<file path="src/rtl/snake_pkg.sv">
// Shared direction encoding, switch bit positions and helpers for the snake input front end.
// Pure definitions: no state, no latency, no flow control.
package snake_pkg;

   typedef logic [1:0] dir_t;

   localparam dir_t DIR_UP    = 2'd0;
   localparam dir_t DIR_DOWN  = 2'd1;
   localparam dir_t DIR_LEFT  = 2'd2;
   localparam dir_t DIR_RIGHT = 2'd3;

   localparam dir_t DIR_RESET = DIR_RIGHT;

   localparam int SW_UP    = 3;
   localparam int SW_DOWN  = 2;
   localparam int SW_LEFT  = 1;
   localparam int SW_RIGHT = 0;

   // Up/down and left/right pairs differ only in bit 0.
   function automatic dir_t opposite(input dir_t d);
      return d ^ 2'b01;
   endfunction

   function automatic logic is_onehot(input logic [3:0] v);
      return (v != 4'b0000) && ((v & (v - 4'd1)) == 4'b0000);
   endfunction

   function automatic dir_t sw_to_dir(input logic [3:0] v);
      dir_t d;
      d = DIR_RIGHT;
      if (v[SW_UP])
         d = DIR_UP;
      else if (v[SW_DOWN])
         d = DIR_DOWN;
      else if (v[SW_LEFT])
         d = DIR_LEFT;
      return d;
   endfunction

endpackage

</file>
<file path="src/rtl/snake_debounce.sv">
// Two-flop synchroniser plus whole-vector debounce; raw-to-stable latency is 2 + DEBOUNCE_CYCLES.
// No backpressure: the stable vector simply follows the keys once they settle.
module snake_debounce #(
   parameter int DEBOUNCE_CYCLES = 500000,
   parameter int CNT_W           = 24
) (
   input  logic       clock,
   input  logic       reset,
   input  logic [3:0] switch,
   output logic [3:0] stable
);

   logic [3:0]       sync1;
   logic [3:0]       sync2;
   logic [3:0]       candidate;
   logic [CNT_W-1:0] cnt;

   always_ff @(posedge clock or negedge reset) begin
      if (!reset) begin
         sync1     <= 4'b0000;
         sync2     <= 4'b0000;
         candidate <= 4'b0000;
         cnt       <= '0;
         stable    <= 4'b0000;
      end else begin
         sync1 <= switch;
         sync2 <= sync1;
         // Any change in the vector restarts the settle window; the counter parks once it expires.
         if (sync2 != candidate) begin
            candidate <= sync2;
            cnt       <= '0;
         end else if (cnt == CNT_W'(DEBOUNCE_CYCLES - 1)) begin
            stable <= candidate;
         end else begin
            cnt <= cnt + CNT_W'(1);
         end
      end
   end

endmodule

</file>
<file path="src/rtl/snake_input_ctrl.sv">
// Direction keys to committed heading plus game-step tick; turns commit only on tick, reversals rejected.
// No backpressure: tick/turn/reject are single-cycle strobes, press event lags stable by one cycle.
module snake_input_ctrl #(
   parameter int DEBOUNCE_CYCLES = 500000,
   parameter int TICK_DIV        = 5000000,
   parameter int CNT_W           = 24
) (
   input  logic       clock,
   input  logic       reset,
   input  logic       run,
   input  logic [3:0] switch,
   output logic [1:0] direction,
   output logic       tick,
   output logic       turn,
   output logic       reject
);
   import snake_pkg::*;

   logic [3:0]       stable;
   logic [3:0]       prev_stable;
   logic             press_vld;
   dir_t             press_dir;
   logic [CNT_W-1:0] tick_cnt;
   logic             tick_q;
   dir_t             dir_q;
   dir_t             pending;
   logic             pending_valid;
   dir_t             ref_dir;
   logic             press_bad;

   snake_debounce #(
      .DEBOUNCE_CYCLES(DEBOUNCE_CYCLES),
      .CNT_W          (CNT_W)
   ) u_debounce (
      .clock (clock),
      .reset (reset),
      .switch(switch),
      .stable(stable)
   );

   always_ff @(posedge clock or negedge reset) begin
      if (!reset) begin
         prev_stable <= 4'b0000;
         press_vld   <= 1'b0;
         press_dir   <= DIR_UP;
      end else begin
         prev_stable <= stable;
         press_vld   <= (stable != prev_stable) && is_onehot(stable);
         press_dir   <= sw_to_dir(stable);
      end
   end

   always_ff @(posedge clock or negedge reset) begin
      if (!reset) begin
         tick_cnt <= '0;
         tick_q   <= 1'b0;
      end else if (!run) begin
         tick_cnt <= '0;
         tick_q   <= 1'b0;
      end else if (tick_cnt == CNT_W'(TICK_DIV - 1)) begin
         tick_cnt <= '0;
         tick_q   <= 1'b1;
      end else begin
         tick_cnt <= tick_cnt + CNT_W'(1);
         tick_q   <= 1'b0;
      end
   end

   // During a tick the heading being committed is the one a coincident press must not reverse.
   always_comb begin
      ref_dir = dir_q;
      if (tick_q && pending_valid)
         ref_dir = pending;
      press_bad = (press_dir == ref_dir) || (press_dir == opposite(ref_dir));
   end

   always_ff @(posedge clock or negedge reset) begin
      if (!reset) begin
         dir_q         <= DIR_RESET;
         pending       <= DIR_UP;
         pending_valid <= 1'b0;
      end else begin
         if (tick_q && pending_valid)
            dir_q <= pending;
         if (press_vld && !press_bad)
            pending <= press_dir;
         if (!run)
            pending_valid <= 1'b0;
         else if (press_vld && !press_bad)
            pending_valid <= 1'b1;
         else if (tick_q)
            pending_valid <= 1'b0;
      end
   end

   assign direction = dir_q;
   assign tick      = tick_q;
   assign turn      = tick_q && pending_valid && (pending != dir_q);
   assign reject    = press_vld && press_bad;

endmodule

</file>
<file path="config.mk">
export PLATFORM = sky130hd
export DESIGN_NAME = snake_input_ctrl
export DESIGN_NICKNAME = d
export VERILOG_FILES = /design/src/rtl/snake_pkg.sv /design/src/rtl/snake_debounce.sv /design/src/rtl/snake_input_ctrl.sv
export SDC_FILE = /design/constraint.sdc
export NUM_CORES = 1
export LEC_CHECK = 0
export BUFFER_PORTS_ARGS = -buffer_cell sky130_fd_sc_hd__buf_4
export CORE_MARGIN = 3
export CORE_UTILIZATION = 40
export CTS_CLUSTER_DIAMETER = 50
export DETAILED_ROUTE_END_ITERATION = 6
export PLACE_DENSITY = 0.58
export RECOVER_POWER = 100
export SYNTH_ARGS = -nofsm -noshare
export SYNTH_HDL_FRONTEND = slang
export SYNTH_SLANG_ARGS = --single-unit
</file>
<file path="constraint.sdc">
create_clock -name clock -period 3 [get_ports clock]
set_clock_uncertainty 0.2 [all_clocks]
set_input_delay 0.6 -clock clock [delete_from_list [all_inputs] [get_ports clock]]
set_output_delay 0.6 -clock clock [all_outputs]
set_load 0.02 [all_outputs]
</file>
# [Yosys cells after proc, flatten, opt, wreduce, memory -nomap -nowiden]
# Cells that the tools add are included.
# W data, S select, Z words.
[totals] reg_bits=77 in_bits=7 out_inout_bits=5 word_cells=52
[classes] n_addsub=3 n_eq_ne=9 n_mux=13 n_bitwise=3 n_reduce_logical=11
[op_table] cell="$mux W24" n=4
[op_table] cell="$add A24 B1 Y24 const B" n=2
[op_table] cell="$eq A24 B19 Y1 const B" n=1
[op_table] cell="$eq A24 B23 Y1 const B" n=1
[op_table] cell="$ne A4 B4 Y1" n=2
[op_table] cell="$logic_and A1 B1 Y1" n=6
[op_table] cell="$mux W1" n=6
[op_table] cell="$mux W2" n=3
[op_table] cell="$and A4 B4 Y4" n=1
[op_table] cell="$eq A2 B2 Y1" n=2
[op_table] cell="$logic_not A4 Y1" n=1
[op_table] cell="$reduce_bool A4 Y1" n=1
[op_table] cell="$sub A4 B1 Y4 const B" n=1
[op_table] cell="$ne A3 B1 Y1 const B" n=1
[op_table] cell="$ne A2 B1 Y1 const B" n=1
[op_table] cell="$ne A2 B2 Y1" n=1
[op_table] cell="$not A1 Y1" n=2
[op_table] cell="$reduce_and A2 Y1" n=1
[op_table] cell="$logic_not A1 Y1" n=1
[op_table] cell="$logic_or A1 B1 Y1" n=1

# [Depth between registers and ports, before layout]
# Gate-level depths: netlist of run 1.
[depth] depth_word=9 ltp_mapped=7

# [Hierarchy]
# Synthesis of run 1 repeated with hierarchy kept, for this count alone.
[unflattened] cells_unflattened=353 area_unflattened_um2=3727.3
[by_module_without_submodules] mod="snake_input_ctrl" n_inst=1 cells_each=181 area_per_inst_um2=1874.3
[by_module_without_submodules] mod="snake_debounce" n_inst=1 cells_each=172 area_per_inst_um2=1853.0

# [Worst setup path before layout of run 1]
# No wires, ideal clock.
[synth_timing] path_kind="register to output" start="reg dir_q[1], in the netlist direction[1]" end="out reject" arrival_time_ns=1.592 path_slack_ns=0.608 path_stages_with_launch=4 n_path_buf=0 cell_sequence="dfstp_2 > a21boi_0 > o21ai_0 > a21boi_0"
[synth_via] elab_chain_len=4 elab_cells_between_ends=5 classes_between="eq/ne (2); mux (1); reduce/logical (2)"
[synth_lines] item="from (decl)" line_no="snake_input_ctrl.sv:25" rtl="dir_t dir_q;"
[synth_lines] item="from (signal assigned)" line_no="snake_input_ctrl.sv:84" rtl="dir_q <= pending;"
[synth_lines] item="$mux W2 (*)" line_no="snake_input_ctrl.sv:72" rtl="if (tick_q && pending_valid)"
[synth_lines] item="$eq A2 B2 Y1" line_no="snake_input_ctrl.sv:74" rtl="press_bad = (press_dir == ref_dir) || (press_dir == opposite(ref_dir));"
[synth_lines] item="$logic_or A1 B1 Y1 (*)" line_no="snake_input_ctrl.sv:74"
[synth_lines] item="$logic_and A1 B1 Y1 (*)" line_no="snake_input_ctrl.sv:99" rtl="assign reject = press_vld && press_bad;"
[synth_lines] item="to (decl)" line_no="snake_input_ctrl.sv:15" rtl="output logic reject"
# Every way passes the cells marked *; elsewhere a longest branch is shown, timed or not.

# [Worst setup path after layout of run 1]
# Same ends and word-level chain as after synthesis.

==> impl_metrics.yaml, run 1 <==
cells_and_area:
  fin_nets: 372
  fillCellCount: 833
  n_antenna_cell: 0
  area_growth_pct: 9.87
  final_common_cell: "dfrtp_1"
  final_layout_size_suffix_gt1_share_pct: 8.42
  final_cell_mix: "dfrtp_1 (75), a21oi_1 (27), nand2_1 (22), nor2_1 (22)"
  final_core_util_pct: 45.9
floorplan:
  die_w_um: 102
  die_area_um2: 10400
  io_pins: 12
  die_h_um: 102
  row_count: 34
  start_util_pct: 41.8
  coreArea_um2: 8810
detailed_routing:
  ant_nets: 0
  via_per_inst: 5.56
  routedWlPerCell_um: 13.9
  drt_wl_total_um: 6630
  vias: 2645
  drc: 0
  dr.first_iter.drc_count: 62
  firstDrtPassIters: 4
synth:
  synth_warnings: 0
  netlist_area_um2: 3680
  ys_async_sr_fraction_pct: 100
  ys.flop_type: "dfrtp_1"
  synth_enable_flop_cells: 0
  synth-seq-cells: 77
  synthCells: 355
  syn_avg_cell_area_um2: 10.4
  syn_nets: 364
  ys_seq_area_share_pct: 52.5
  synth_cell_types: 44
sta:
  hold_viol: 0
  setup_tns_ns: 0
  min_period_ns: 2.70
  setup_viol: 0
  finalMaxSlewViolations: 0
  worst_slack_ns: 0.299
  relSlewSlack_pct: 24.3
  holdWs_ns: 0.155
  period_share_pct: 90.0
  fmax_mhz: 370
  tightest_slew_ns: 1.14
  rsz0062_at_grt: "no"
power_and_ir_drop:
  clock_power_share_pct: 44.6
  total_switching_power_mw: 0.432
  powerDensity_nw_per_um2: 498
  power_mw: 2.01
  p_seq_share_pct: 52.6
  switching_share_pct: 21.5
  p_leak_nw: 1.64
  intPower_mw: 1.58
  p_comb_share_pct: 2.8
  max-vdd-ir-drop_v: 0.000261
global_route:
  track_usage_pct: 13.8
  grt.overflow.total: 0
  grt_first_pass_wirelength_um: 11400
  antenna_found_initial: 0
  grt_max_degree: 47
  grt_pass1_vias: 2380
clock_network:
  htreeDepth: 3
  clk_pin_slew_ns: 0.08
  root_buffer: "clkbuf_8"
  cts_resized: 0
  cts_num_sinks: 77
  hold_buffers: 0
  clk_path_buf_depth: 2
  cts_setup_buffers: 0
  cts_tree: "yes"
  cts_buffers: 9
  clk_latency_ns: 0.34
critical_path:
  critPathSlowestCell: "dfstp_1"
  critPathRequiredTime_ns: 2.20
  cp-end-kind: "output pin"
  path_common_cell: "a21boi_0"
  cp.arrival_ns: 1.90
  crit_type: "register to output pin"
  path_cells: "a21boi_0 > o21ai_0 > a21boi_0 > clkbuf_1"
  worstPathMaxFanout: 5
  start_kind: "register"
  critPathMaxStageDelay_ns: 0.56
min_path:
  hp-class: "register to register"
placed_design:
  dp_hpwl_um: 4540
  place_ws_ns: 0.628
  gp_congestion: 0.765
  portBuffers: 11
status:
  status: "finished, final reports clean"
run:
  cap_violations: 0
==> metal layers <==
metal	vias up	wire length [um]	global-route usage [%]	part of all wire, %
met5	-	0	0	0
met1	1303	3400	19.6	51
met3	6	184	3.55	2.8
li1	1304	-	-	-
met2	32	2960	20.3	45
met4	0	80	5.65	1.2
==> kinds of logic after synthesis <==
logic type,after synthesis,share of synthesized area (%)
fa+ha+maj,2,0.680
flops,77,52.5
mux,10,3.33
compound gates,66,10.5
xor+xnor,28,6.67
buf+inv,25,2.55
simple gates,147,23.8
==> synthesized netlist by cell type, types with 5 or more instances <==
master,n,area share [%]
a21oi_1,27,3.7
and4_1,11,2.6
and3_1,6,1.0
nand2b_1,6,1.0
xor2_1,20,4.8
dfrtp_1,75,51
nand3_1,17,2.3
o21ai_0,20,2.7
clkbuf_1,18,1.8
inv_1,6,0.61
nand4_1,16,2.7
or4_1,8,1.6
or3_1,13,2.2
nand2_1,22,2.2
nor2_1,22,2.2
nor3_1,5,0.68
o31ai_1,5,1.0
xnor2_1,8,1.9
==> power groups by stage <==
stage / registers (mW) / logic, mW / clock network [mW]
final: 1.06 / 0.0568 / 0.896
after global routing: 1.06 / 0.0669 / 0.967
after CTS: 1.06 / 0.0647 / 0.928
after detailed placement: 1.08 / 0.0647 / 0
after global placement: 1.08 / 0.0638 / 0
after floorplan: 1.08 / 0.0257 / 0
==> worst max-delay path: cells and delay by family, from the launching register on <==
family          cells  cell delay [ns]
compound gates      3             0.75
flops               1             0.56
buf+inv             1             0.25
==> through the flow <==
stage	cells	instance area, um^2
after floorplan	355	3680
final	476	4040
after CTS	476	4110
after global routing	476	4040
after detailed placement	460	3870
after global placement	460	3870
==> flip-flops by register name (all words and copies together) (netlist names) <==
register,flops
tick,1
press_dir,2
u_debounce.sync2,4
prev_stable,4
u_debounce.sync1,4
tick_cnt,24
pending,2
u_debounce.cnt,24
u_debounce.stable,4
press_vld,1
direction,2
u_debounce.candidate,4
pending_valid,1
==> cell type report <==
type | instances | area, um^2 | area share (%)
sequential | 77 | 1930 | 47.8
multi-input combinational | 253 | 1630 | 40.3
clock buffer | 11 | 151 | 3.75
tap | 108 | 135 | 3.34
timing repair buffer | 16 | 92.6 | 2.29
clock inverter | 5 | 82.6 | 2.04
inverter | 6 | 22.5 | 0.557
==> final timing paths <==
path	start	end	slack, ns	depth (start not counted)
worst max register to register	u_debounce.cnt[21]	u_debounce.stable[2]	0.32	4
worst min register to register	u_debounce.sync1[0]	u_debounce.sync2[0]	0.16	0
min in group asynchronous	reset	prev_stable[1]	0.27	1
max in group asynchronous	reset	u_debounce.cnt[14]	1.01	2
worst min-delay path	u_debounce.sync1[0]	u_debounce.sync2[0]	0.16	0
worst max-delay path	direction[1]	reject	0.30	4
Note: power is estimated with default switching activity, not from simulation.
==> run 2, diff against run 1 <==
==> constraint.sdc (replaced) <==
create_clock -name clock -period 3.44 [get_ports clock]
set_clock_uncertainty 0.2 [all_clocks]
set_input_delay 0.344 -clock clock [delete_from_list [all_inputs] [get_ports clock]]
set_output_delay 0.344 -clock clock [all_outputs]
set_load 0.02 [all_outputs]
==> run 2 against run 1 <==
  * Via count unchanged
  * Die area unchanged
  * Combinational power down 8.1%
  * Register-to-register slack better by 0.53 ns
  * The run now ends with capacitance limit, slew limit left
==> impl_metrics.yaml, run 2 (synthesis gave the netlist of run 1 again) <==
status:
  status: "finished with violations"
  violations: "capacitance limit, slew limit"
floorplan:
  start_util_pct: 41.8
  coreArea_um2: 8810
  io_pins: 12
  die_h_um: 102
  row_count: 34
  die_w_um: 102
  die_area_um2: 10400
sta:
  min_period_ns: 2.59
  finalMaxSlewViolations: 78
  hold_viol: 0
  fmax_mhz: 386
  rsz0062_at_grt: "no"
  period_share_pct: 75.4
  relSlewSlack_pct: -24.2
  tightest_slew_ns: 1.86
  setup_viol: 0
  setup_tns_ns: 0
power_and_ir_drop:
  p_leak_nw: 1.64
  clock_power_share_pct: 41.2
  power_mw: 1.66
  total_switching_power_mw: 0.372
  p_comb_share_pct: 3.2
  intPower_mw: 1.29
  p_seq_share_pct: 55.6
  max-vdd-ir-drop_v: 0.000172
  switching_share_pct: 22.4
  powerDensity_nw_per_um2: 411
clock_network:
  cts_resized: 0
  root_buffer: "clkbuf_8"
  clk_path_buf_depth: 2
  htreeDepth: 3
  cts_num_sinks: 77
  clk_latency_ns: 0.34
  cts_tree: "yes"
  hold_buffers: 5
  cts_buffers: 9
  clk_pin_slew_ns: 0.08
  cts_setup_buffers: 0
cells_and_area:
  n_antenna_cell: 0
  area_growth_pct: 9.83
  top_regs: "tick_cnt (24), u_debounce.cnt (24)"
  final_cell_mix: "dfrtp_1 (75), a21oi_1 (27), nand2_1 (22), nor2_1 (22)"
  final_layout_size_suffix_gt1_share_pct: 7.28
  final_core_util_pct: 45.9
  fin_nets: 375
  final_common_cell: "dfrtp_1"
global_route:
  grt_max_degree: 78
  grt_pass1_vias: 2382
  track_usage_pct: 14.3
  grt_first_pass_wirelength_um: 11700
  antenna_found_initial: 0
  grt.overflow.total: 0
detailed_routing:
  ant_nets: 0
  routedWlPerCell_um: 14.2
  firstDrtPassIters: 4
  drc: 0
  dr.first_iter.drc_count: 67
  via_per_inst: 5.52
  drt_wl_total_um: 6830
  vias: 2645
critical_path:
  critPathRequiredTime_ns: 3.46
  rr_startpoint: "u_debounce.cnt[21]"
  start_kind: "register"
  cp-end-kind: "register"
  critPathSlowestCell: "or4b_1"
  critPathMaxStageDelay_ns: 0.61
  cp_num_cells: 4
  worstPathMaxFanout: 9
  reg2regPathDepth: 4
  worst-path-buf-inv: 0
  crit_family: "simple AND/OR/NAND/NOR gates"
  crit_start: "u_debounce.cnt[21]"
  path_cells: "or4b_1 > nor4_4 > nand3_1 > mux2_1"
  crit_type: "register to register"
  cp.arrival_ns: 2.61
min_path:
  hp-class: "primary input to register"
  hold_start: "run"
  hold_depth: 3
placed_design:
  portBuffers: 11
  dp_hpwl_um: 4350
  gp_congestion: 0.771
run:
  cap_violations: 1
## run 2: layout make-up
type / count / area, um^2
fillers: 859 / 4770
flip-flops and latches: 77 / 1930
multi-input cells: 253 / 1630
well taps: 108 / 135
inverters: 6 / 22.5
clock inverters: 4 / 50.0
clock buffers: 12 / 145
repair buffers: 19 / 130
## run 2: through the flow
step                instances  area [um^2]  hold slack (ns)  setup WS [ns]
floorplan                 355         3680           -0.152           1.21
global route              479         4040            0.109          0.625
global placement          458         3850            0.134           1.08
CTS                       479         4090           0.0989          0.990
finish                    479         4040            0.110          0.846
detailed placement        458         3850            0.138           1.01
## run 2: path summary, 6_finish.rpt
kind / slack [ns] / endpoint
hold reg to reg: 0.16 / u_debounce.sync2[2]
max in group asynchronous: 1.08 / tick_cnt[4]
hold / removal: 0.11 / pending_valid
setup / recovery: 0.85 / u_debounce.stable[3]
min in group asynchronous: 0.85 / prev_stable[2]
setup reg to reg: 0.85 / u_debounce.stable[3]
## run 2: power by group through the flow
| stage | combinational [mW] | clock, mW | sequential (mW) |
|---|---|---|---|
| finish | 0.0522 | 0.683 | 0.923 |
| global route | 0.0610 | 0.744 | 0.924 |
| detailed placement | 0.0520 | 0 | 0.941 |
| CTS | 0.0564 | 0.708 | 0.923 |
| floorplan | 0.0224 | 0 | 0.939 |
| global placement | 0.0518 | 0 | 0.941 |
## run 2: worst reg2reg max path: stages, from the launching register on
cell,delay (ns)
dfrtp_1,0.42
or4b_1,0.61
nor4_4,0.54
nand3_1,0.31
mux2_1,0.40
## run 2: routing by layer
metal,share of wire [%],vias to the layer above,GRT usage [%]
li1,-,1308,-
met1,50,1302,20.5
met2,47,29,21.1
met3,2.7,6,2.59
met4,1.1,0,6.66
met5,0,-,0
